$ cat config.mk
export PLATFORM = sky130hd
export DESIGN_NAME = cmd_wb
export DESIGN_NICKNAME = d
export VERILOG_FILES = /design/src/rtl/cmd_wb_pkg.sv /design/src/rtl/cmd_wb.sv
export SDC_FILE = /design/constraint.sdc
export NUM_CORES = 1
export LEC_CHECK = 0
export ABC_AREA = 1
export BUFFER_PORTS_ARGS = -buffer_cell sky130_fd_sc_hd__buf_2
export CORE_ASPECT_RATIO = 0.5
export CORE_UTILIZATION = 57
export CTS_CLUSTER_SIZE = 20
export DETAILED_ROUTE_END_ITERATION = 12
export GPL_TIMING_DRIVEN = 0
export PLACE_DENSITY = 0.87
export REMOVE_ABC_BUFFERS = 1
export SLEW_MARGIN = 20
export SYNTH_ARGS = -nofsm -noshare
export SYNTH_HDL_FRONTEND = slang
export SYNTH_SLANG_ARGS = --single-unit
$ cat constraint.sdc
create_clock -name i_clk -period 7.41 [get_ports i_clk]
set_clock_uncertainty 0.05 [all_clocks]
set_input_delay 2.223 -clock i_clk [delete_from_list [all_inputs] [get_ports i_clk]]
set_output_delay 2.223 -clock i_clk [all_outputs]
set_load 0.005 [all_outputs]
$ cat src/rtl/cmd_wb_pkg.sv
// Shared command definitions for the byte-stream to Wishbone bridge:
// word-size encodings, FSM state type and lane-mapping helpers.
package cmd_wb_pkg;

   localparam logic [1:0] CMD_WSIZE_1BYTE = 2'd1;
   localparam logic [1:0] CMD_WSIZE_2BYTE = 2'd2;
   localparam logic [1:0] CMD_WSIZE_4BYTE = 2'd3;

   typedef enum logic [2:0] {
      ST_IDLE,
      ST_RX,
      ST_WB_REQ,
      ST_WB_ACK,
      ST_TX
   } state_t;

   // Bytes per word; the reserved encoding behaves as a single byte.
   function automatic logic [2:0] wsize_bytes(input logic [1:0] wsize);
      case (wsize)
         CMD_WSIZE_4BYTE: return 3'd4;
         CMD_WSIZE_2BYTE: return 3'd2;
         default:         return 3'd1;
      endcase
   endfunction

   // Lowest byte lane carrying data for this word size and address.
   function automatic logic [1:0] first_lane(input logic [1:0] wsize, input logic [1:0] lo);
      case (wsize)
         CMD_WSIZE_4BYTE: return 2'd0;
         CMD_WSIZE_2BYTE: return {lo[1], 1'b0};
         default:         return lo;
      endcase
   endfunction

   // Wishbone byte-select pattern for this word size and address.
   function automatic logic [3:0] lane_sel(input logic [1:0] wsize, input logic [1:0] lo);
      case (wsize)
         CMD_WSIZE_4BYTE: return 4'b1111;
         CMD_WSIZE_2BYTE: return lo[1] ? 4'b1100 : 4'b0011;
         default:         return 4'b0001 << lo;
      endcase
   endfunction

endpackage

$ cat src/rtl/cmd_wb.sv
// Command-driven Wishbone master: turns a request (address, word size,
// count, auto-increment) into single-word pipelined Wishbone cycles, taking
// write data from an rx byte stream and returning read data on a tx stream.
module cmd_wb
   import cmd_wb_pkg::*;
#(
   parameter int WB_ADDR_WIDTH = 8
) (
   input  logic                     i_clk,
   input  logic                     i_rst,
   output logic                     o_wb_cyc,
   output logic                     o_wb_stb,
   input  logic                     i_wb_stall,
   input  logic                     i_wb_ack,
   output logic                     o_wb_we,
   output logic [WB_ADDR_WIDTH-1:0] o_wb_addr,
   output logic [31:0]              o_wb_data,
   output logic [3:0]               o_wb_sel,
   input  logic [31:0]              i_wb_data,
   input  logic                     i_mreq_valid,
   output logic                     o_mreq_ready,
   input  logic                     i_mreq_wr,
   input  logic [1:0]               i_mreq_wsize,
   input  logic                     i_mreq_aincr,
   input  logic [7:0]               i_mreq_size,
   input  logic [31:0]              i_mreq_addr,
   output logic                     o_rx_ready,
   input  logic [7:0]               i_rx_data,
   input  logic                     i_rx_valid,
   input  logic                     i_tx_ready,
   output logic [7:0]               o_tx_data,
   output logic                     o_tx_valid
);

   // Only the byte-address bits that reach o_wb_addr are kept; higher bits
   // fall away, which gives the modulo-2^WB_ADDR_WIDTH wrap for free.
   localparam int AW = WB_ADDR_WIDTH + 2;

   state_t          state, state_nxt, word_next;
   logic            wr_q, aincr_q;
   logic [1:0]      wsize_q, idx_q, lane;
   logic [7:0]      count_q;
   logic [AW-1:0]   addr_q;
   logic [31:0]     wdata_q, rdata_q;
   logic [2:0]      nbytes;
   logic            last_byte, last_word;
   logic            req_fire, rx_fire, tx_fire, ack_fire, word_done;

   logic            unused_addr_hi;
   assign unused_addr_hi = ^i_mreq_addr[31:AW];

   assign nbytes    = wsize_bytes(wsize_q);
   assign lane      = first_lane(wsize_q, addr_q[1:0]) + idx_q;
   assign last_byte = ({1'b0, idx_q} == nbytes - 3'd1);
   assign last_word = (count_q == 8'd1);

   assign req_fire  = (state == ST_IDLE)   && i_mreq_valid;
   assign rx_fire   = (state == ST_RX)     && i_rx_valid;
   assign tx_fire   = (state == ST_TX)     && i_tx_ready;
   assign ack_fire  = (state == ST_WB_ACK) && i_wb_ack;
   assign word_done = (ack_fire && wr_q) || (tx_fire && last_byte);

   assign o_wb_we   = o_wb_cyc && wr_q;
   assign o_wb_addr = addr_q[AW-1:2];
   assign o_wb_data = wdata_q;
   assign o_wb_sel  = (state == ST_IDLE) ? 4'b0000 : lane_sel(wsize_q, addr_q[1:0]);
   assign o_tx_data = rdata_q[{lane, 3'b000} +: 8];

   // State register; async reset drops cyc/stb immediately since they decode state.
   always_ff @(posedge i_clk or negedge i_rst) begin
      // NOTE: registers take <= so every flop samples pre-edge values regardless of block order.
      if (!i_rst) state <= ST_IDLE;
      else        state <= state_nxt;
   end

   // Next-state decode and handshake/bus strobes.
   always_comb begin
      // NOTE: every output gets a default first, so no path can infer a latch.
      state_nxt    = state;
      word_next    = last_word ? ST_IDLE : (wr_q ? ST_RX : ST_WB_REQ);
      o_mreq_ready = 1'b0;
      o_rx_ready   = 1'b0;
      o_tx_valid   = 1'b0;
      o_wb_cyc     = 1'b0;
      o_wb_stb     = 1'b0;
      case (state)
         ST_IDLE: begin
            o_mreq_ready = 1'b1;
            if (i_mreq_valid && (i_mreq_size != 8'd0))
               state_nxt = i_mreq_wr ? ST_RX : ST_WB_REQ;
         end
         ST_RX: begin
            o_rx_ready = 1'b1;
            if (i_rx_valid && last_byte) state_nxt = ST_WB_REQ;
         end
         ST_WB_REQ: begin
            o_wb_cyc = 1'b1;
            o_wb_stb = 1'b1;
            if (!i_wb_stall) state_nxt = ST_WB_ACK;
         end
         ST_WB_ACK: begin
            o_wb_cyc = 1'b1;
            if (i_wb_ack) state_nxt = wr_q ? word_next : ST_TX;
         end
         ST_TX: begin
            o_tx_valid = 1'b1;
            if (i_tx_ready && last_byte) state_nxt = word_next;
         end
         default: state_nxt = ST_IDLE;
      endcase
   end

   // Request latch, byte packing/unpacking and word/address stepping.
   always_ff @(posedge i_clk or negedge i_rst) begin
      if (!i_rst) begin
         wr_q    <= 1'b0;
         aincr_q <= 1'b0;
         wsize_q <= 2'd0;
         count_q <= 8'd0;
         addr_q  <= '0;
         wdata_q <= 32'd0;
         rdata_q <= 32'd0;
         idx_q   <= 2'd0;
      end else if (req_fire) begin
         wr_q    <= i_mreq_wr;
         aincr_q <= i_mreq_aincr;
         wsize_q <= i_mreq_wsize;
         count_q <= i_mreq_size;
         addr_q  <= i_mreq_addr[AW-1:0];
         wdata_q <= 32'd0;
         idx_q   <= 2'd0;
      end else if (word_done) begin
         count_q <= count_q - 8'd1;
         if (aincr_q) addr_q <= addr_q + AW'(nbytes);
         wdata_q <= 32'd0;
         idx_q   <= 2'd0;
      end else if (rx_fire) begin
         wdata_q[{lane, 3'b000} +: 8] <= i_rx_data;
         idx_q <= last_byte ? 2'd0 : idx_q + 2'd1;
      end else if (ack_fire) begin
         rdata_q <= i_wb_data;
         idx_q   <= 2'd0;
      end else if (tx_fire) begin
         idx_q <= idx_q + 2'd1;
      end
   end

endmodule

## Word level (Yosys, flattened, before mapping)

Cells that the tools add are included.

- Register bits: 91
- Output and inout bits: 58
- Word-level logic and storage cells: 91

- $add $sub $neg: 6
- Equal/unequal tests: 13
- Shift-type cells: 4
- Muxes and demuxes: 35
- Bitwise gates (word level): 3
- Reduce and logical (&&, ||, !) cells: 21

Operators with widths:

| cell | count |
|---|---|
| 2-to-1 mux 32 bit | 3 |
| bitwise mux 32 bit | 1 |
| variable shift 8 x 7 -> 32 bit, first input constant | 1 |
| variable part select 32 x 6 -> 8 bit | 1 |
| variable part select 8 x 7 -> 32 bit | 1 |
| 2-to-1 mux 10 bit | 3 |
| 2-to-1 mux 2 bit | 9 |
| 2-to-1 mux 3 bit | 6 |
| 2-to-1 mux 8 bit | 2 |
| case mux 3 bit (5 select lines) | 1 |
| adder 10 x 3 -> 10 bit | 1 |
| logical AND 1 bit | 10 |
| == test 8 x 1 -> 1 bit, second input constant | 1 |
| 2-to-1 mux 4 bit | 2 |
| case mux 4 bit (2 select lines) | 1 |
| nonzero test 8 bit | 1 |
| subtractor 8 x 1 -> 8 bit, second input constant | 1 |
| negation 5 -> 7 bit | 1 |
| == test 3 x 2 -> 1 bit, second input constant | 2 |
| != test 2 x 1 -> 1 bit, second input constant | 3 |
| case mux 3 bit (2 select lines) | 1 |
| 2-to-1 mux 1 bit | 5 |
| AND reduction 5 bit | 1 |
| nonzero test 5 bit | 1 |
| other kinds (18) | 23 |

## Logic depth before layout (Yosys ltp)

- Depth in word-level cells: 9
- Gate-level depth with buffers: 15
- Depth with buffers taken out: 14

## Least setup slack after synthesis

No wires, ideal clock.

- Kind: reg-to-output
- Start point: register wsize_q[1]
- End point: output o_tx_data[3]
- Arrival: 1.836 ns
- Path slack: 3.301 ns
- Stages on the path, launching flop included: 8
- Path through: dfrtp_1 > inv_2 > ha_1 > ha_1 > buf_2 > clkbuf_1 > mux2i_1 > o21ai_0

- Word-level cells in the longest chain between the ends: 4
- Elaborated cells on any way between the ends: 5
- Those cells by class: add/sub (1); eq/ne (2); shift (1); mux (1)

RTL lines:

| item | RTL line | RTL |
|---|---|---|
| start, declared | cmd_wb.sv:41 | `logic [1:0] wsize_q, idx_q, lane;` |
| start signal, assigned | cmd_wb.sv:127 | `wsize_q <= i_mreq_wsize;` |
| == test 2 bit | cmd_wb_pkg.sv:28 | `case (wsize)` |
| case mux 2 bit (2 select lines) * | cmd_wb_pkg.sv:28 |  |
| adder 2 bit * | cmd_wb.sv:53 | `assign lane = first_lane(wsize_q, addr_q[1:0]) + idx_q;` |
| variable part select 32 x 6 -> 8 bit * | cmd_wb.sv:67 | `assign o_tx_data = rdata_q[{lane, 3'b000} +: 8];` |
| end, declared | cmd_wb.sv:31 | `output logic [7:0] o_tx_data,` |

Mark *: on every way between the ends. The rest lies on a longest branch, timed or not.

## Worst setup path after layout

- Start point: register wsize_q[1]
- End point: output o_tx_data[5]

The elaborated chain is that of the path after synthesis.

==> summary.json <==
{
  "placement.setup.worst_slack_ns": 2.042,
  "slowest_stage": "ha_2",
  "numCtsBuffers": 9,
  "synth.cell_area_mm2": 0.005134,
  "crit_required_ns": 5.14,
  "yosys_warnings": 0,
  "period_minus_slack_ns": 5.274,
  "postRouteWirelength_um": 12740,
  "floorplan.core_area_mm2": 0.008708,
  "crit_fanout": 29,
  "num_antenna_cells": 0,
  "remaining_global_route_overflow": 0,
  "synth_sequential_area_ratio_pct": 44.36,
  "htreeDepth": 3,
  "hold_buf_cts": 0,
  "first_pass_grt_wire_length_um": 21610,
  "postLayoutCoreUtil_pct": 69.61,
  "cts_tree": "yes",
  "most_used_flip_flop_cell_after_synthesis": "dfrtp_1",
  "number_of_nets_in_the_final_layout": 904,
  "synth_seq_cells": 91,
  "worstMarginPinSlew_ns": 0.9639,
  "cpPeakStageDelay_ns": 0.77,
  "leakagePower_nw": 3.511,
  "worst_ep_arrival_time_ns": 3.00,
  "grt_max_degree": 65,
  "die_width_um": 136.2,
  "cts.reportedPaths.clkPinSlew_ns": 0.06,
  "dpl_cell_area_mm2": 0.005768,
  "final.period_utilization_pct": 71.18,
  "post_route_cells_drive_above_1_share_pct": 20.22,
  "remaining_drc_errors": 0,
  "ioPinCount": 149,
  "number_of_clock_sinks": 91,
  "post-route-cell-area_mm2": 0.006062,
  "grt_pass1_vias": 4688,
  "die_height_um": 69.11,
  "design.die.area_mm2": 0.009413,
  "fmaxAchievable_mhz": 189.6,
  "timing.final.hold_violations": 0,
  "place.port_buffers": 126,
  "number_of_antenna_violations_at_the_first_check_in_global_routing": 0,
  "cts-root-buf": "clkbuf_16",
  "routed_wire_length_per_instance_um": 13.81,
  "final_setup_vio_count": 0,
  "tns_ns": 0,
  "max_slew_margin_pct": 35.56,
  "unrepaired_setup_endpoints_after_global_routing": "no",
  "detail_route.vias_per_cell": 5.348,
  "floorplan.initialDensity_pct": 58.95,
  "critical_path.endpoint_type": "output pin",
  "syn-instance-count": 697,
  "asyncSetResetFlopFracSynth_pct": 100.0,
  "finalWeightedCongestion": 0.8825,
  "drt-initial-drc-count": 382,
  "cts-root-to-sink-buffers": 2,
  "ant_nets": 0,
  "maximum_vdd_ir_drop_v": 0.0002521,
  "finalMaxSlewViolations": 0,
  "layout_setup_ws_ns": 2.136,
  "routed-via-count": 4936,
  "synth_edf_count": 0,
  "drt_pre_antenna_iters": 5,
  "postCtsSetupBuffers": 0,
  "worst_skew_pair.late_latency_ns": 0.34,
  "cts-resized-gates": 0,
  "cell_breakdown_of_the_critical_path": "inv_2 > ha_1 > ha_2 > inv_1 > or2_2 > o211ai_1 > o21ai_0 > buf_2",
  "place_hpwl_um": 8732,
  "start_kind": "flop",
  "fp-row-count": 24,
  "hold_wc_path_type": "reg -> reg",
  "globalRouteTotalUtil_pct": 29.05,
  "yosysUniqueCellTypes": 28,
  "worstSetupPathType": "reg -> out",
  "area_delta_synth_final_pct": 18.08,
  "max_cap_viol": 0,
  "powerDensity_mw_per_mm2": 405.5,
  "synth.avg_cell_area_um2": 7.365,
  "run_status": "completed"
}
[placed cells by master, fill, tap and decap left out, types with 2 or more instances in the layout]
cell type and count:
xnor2_1 2, nor2_4 2, inv_1 78, nor3_1 3, mux2i_1 9, dfrtp_1 91, buf_2 125, clkbuf_16 9
a21oi_1 8, nand3_1 67, nor2_1 42, ha_1 11, inv_2 2, nand2_1 218, o21ai_0 90, o211ai_1 10
clkinv_4 4, nand4_1 6, xor2_1 2, clkbuf_8 2, o21ai_1 2, or2_2 11
[stage by stage]
stage	hold slack [ns]	std cells	power, mW
6_report	0.4177	923	2.458
5_1_grt	0.4372	923	2.678
4_1_cts	0.4171	923	2.457
3_5_place_dp	0.4008	907	2.008
3_3_place_gp	0.3981	905	1.941
2_1_floorplan	0.3845	662	1.582
[critical path, delay by kind of cell (launching register included)]
kind                       cells  cell delay, ns
adders and majority gates      2            1.00
buffers and inverters          3            0.66
DFF                            1            0.40
and+or+nand+nor                1            0.37
AOI/OAI and AO/OA              2            0.23
[final cells by class]
| type | instances | area (µm²) |
|---|---|---|
| fill | 742 | 2646 |
| multi-input combinational | 491 | 2362 |
| sequential | 91 | 2277 |
| timing repair buffer | 128 | 684.4 |
| inverter | 80 | 300.3 |
| clock buffer | 12 | 256.5 |
| tap | 117 | 146.4 |
| clock inverter | 4 | 35.03 |
[Yosys cell counts (9+ instances only)]
library cell,count,share of area [%]
mux2i_1,9,1.8
inv_1,78,5.7
or2_2,11,1.3
dfrtp_1,91,44
nor2_1,42,3.1
o211ai_1,10,1.5
buf_4,10,1.5
nand3_1,67,6.5
ha_1,12,2.9
buf_2,12,1.2
clkbuf_1,10,0.73
nand2_1,218,16
o21ai_0,90,8.8
[power breakdown]
group | internal (mW) | switching (mW)
sequential | 0.660 | 0.119
clock | 0.248 | 0.197
combinational | 0.444 | 0.789
[sequential cells by signal, indices dropped and copies added (netlist names)]
signal / cells
rdata_q: 32
wr_q: 1
idx_q: 2
state: 3
count_q: 8
addr_q: 10
o_wb_data: 32
aincr_q: 1
wsize_q: 2
[routing by layer]
| metal | vias up | wire (µm) | GRT usage (%) | share of wire [%] |
|---|---|---|---|---|
| met1 | 2308 | 5785 | 40.03 | 45 |
| met4 | 0 | 209 | 9.136 | 1.6 |
| met5 | - | 0 | 0 | 0 |
| met3 | 22 | 759 | 4.783 | 6.0 |
| li1 | 2434 | - | - | - |
| met2 | 172 | 5990 | 46.98 | 47 |
[worst paths after layout]
kind	from	end	slack, ns	cells past startpoint
min in group asynchronous	i_rst	addr_q[5]	1.69	1
min reg2reg	rdata_q[27]	rdata_q[27]	0.42	2
max	wsize_q[1]	o_tx_data[5]	2.14	8
max in group asynchronous	i_rst	o_wb_data[31]	5.00	2
min	rdata_q[27]	rdata_q[27]	0.42	2
max reg2reg	wsize_q[1]	o_wb_data[16]	3.96	13
[cells by family (layout without fill, tap and decap cells)]
logic type,count (synthesis),in the layout,share of synthesized area (%)
flip-flops,91,91,44.36
AND/OR/NAND/NOR,355,355,29.05
XOR/XNOR,4,4,0.6826
adder cells (fa/ha/maj),12,12,2.925
buffers and inverters,115,224,9.871
multiplexers,9,9,1.755
AO/OA/AOI/OAI,111,111,11.36
Power figures use the tool's default switching activity.
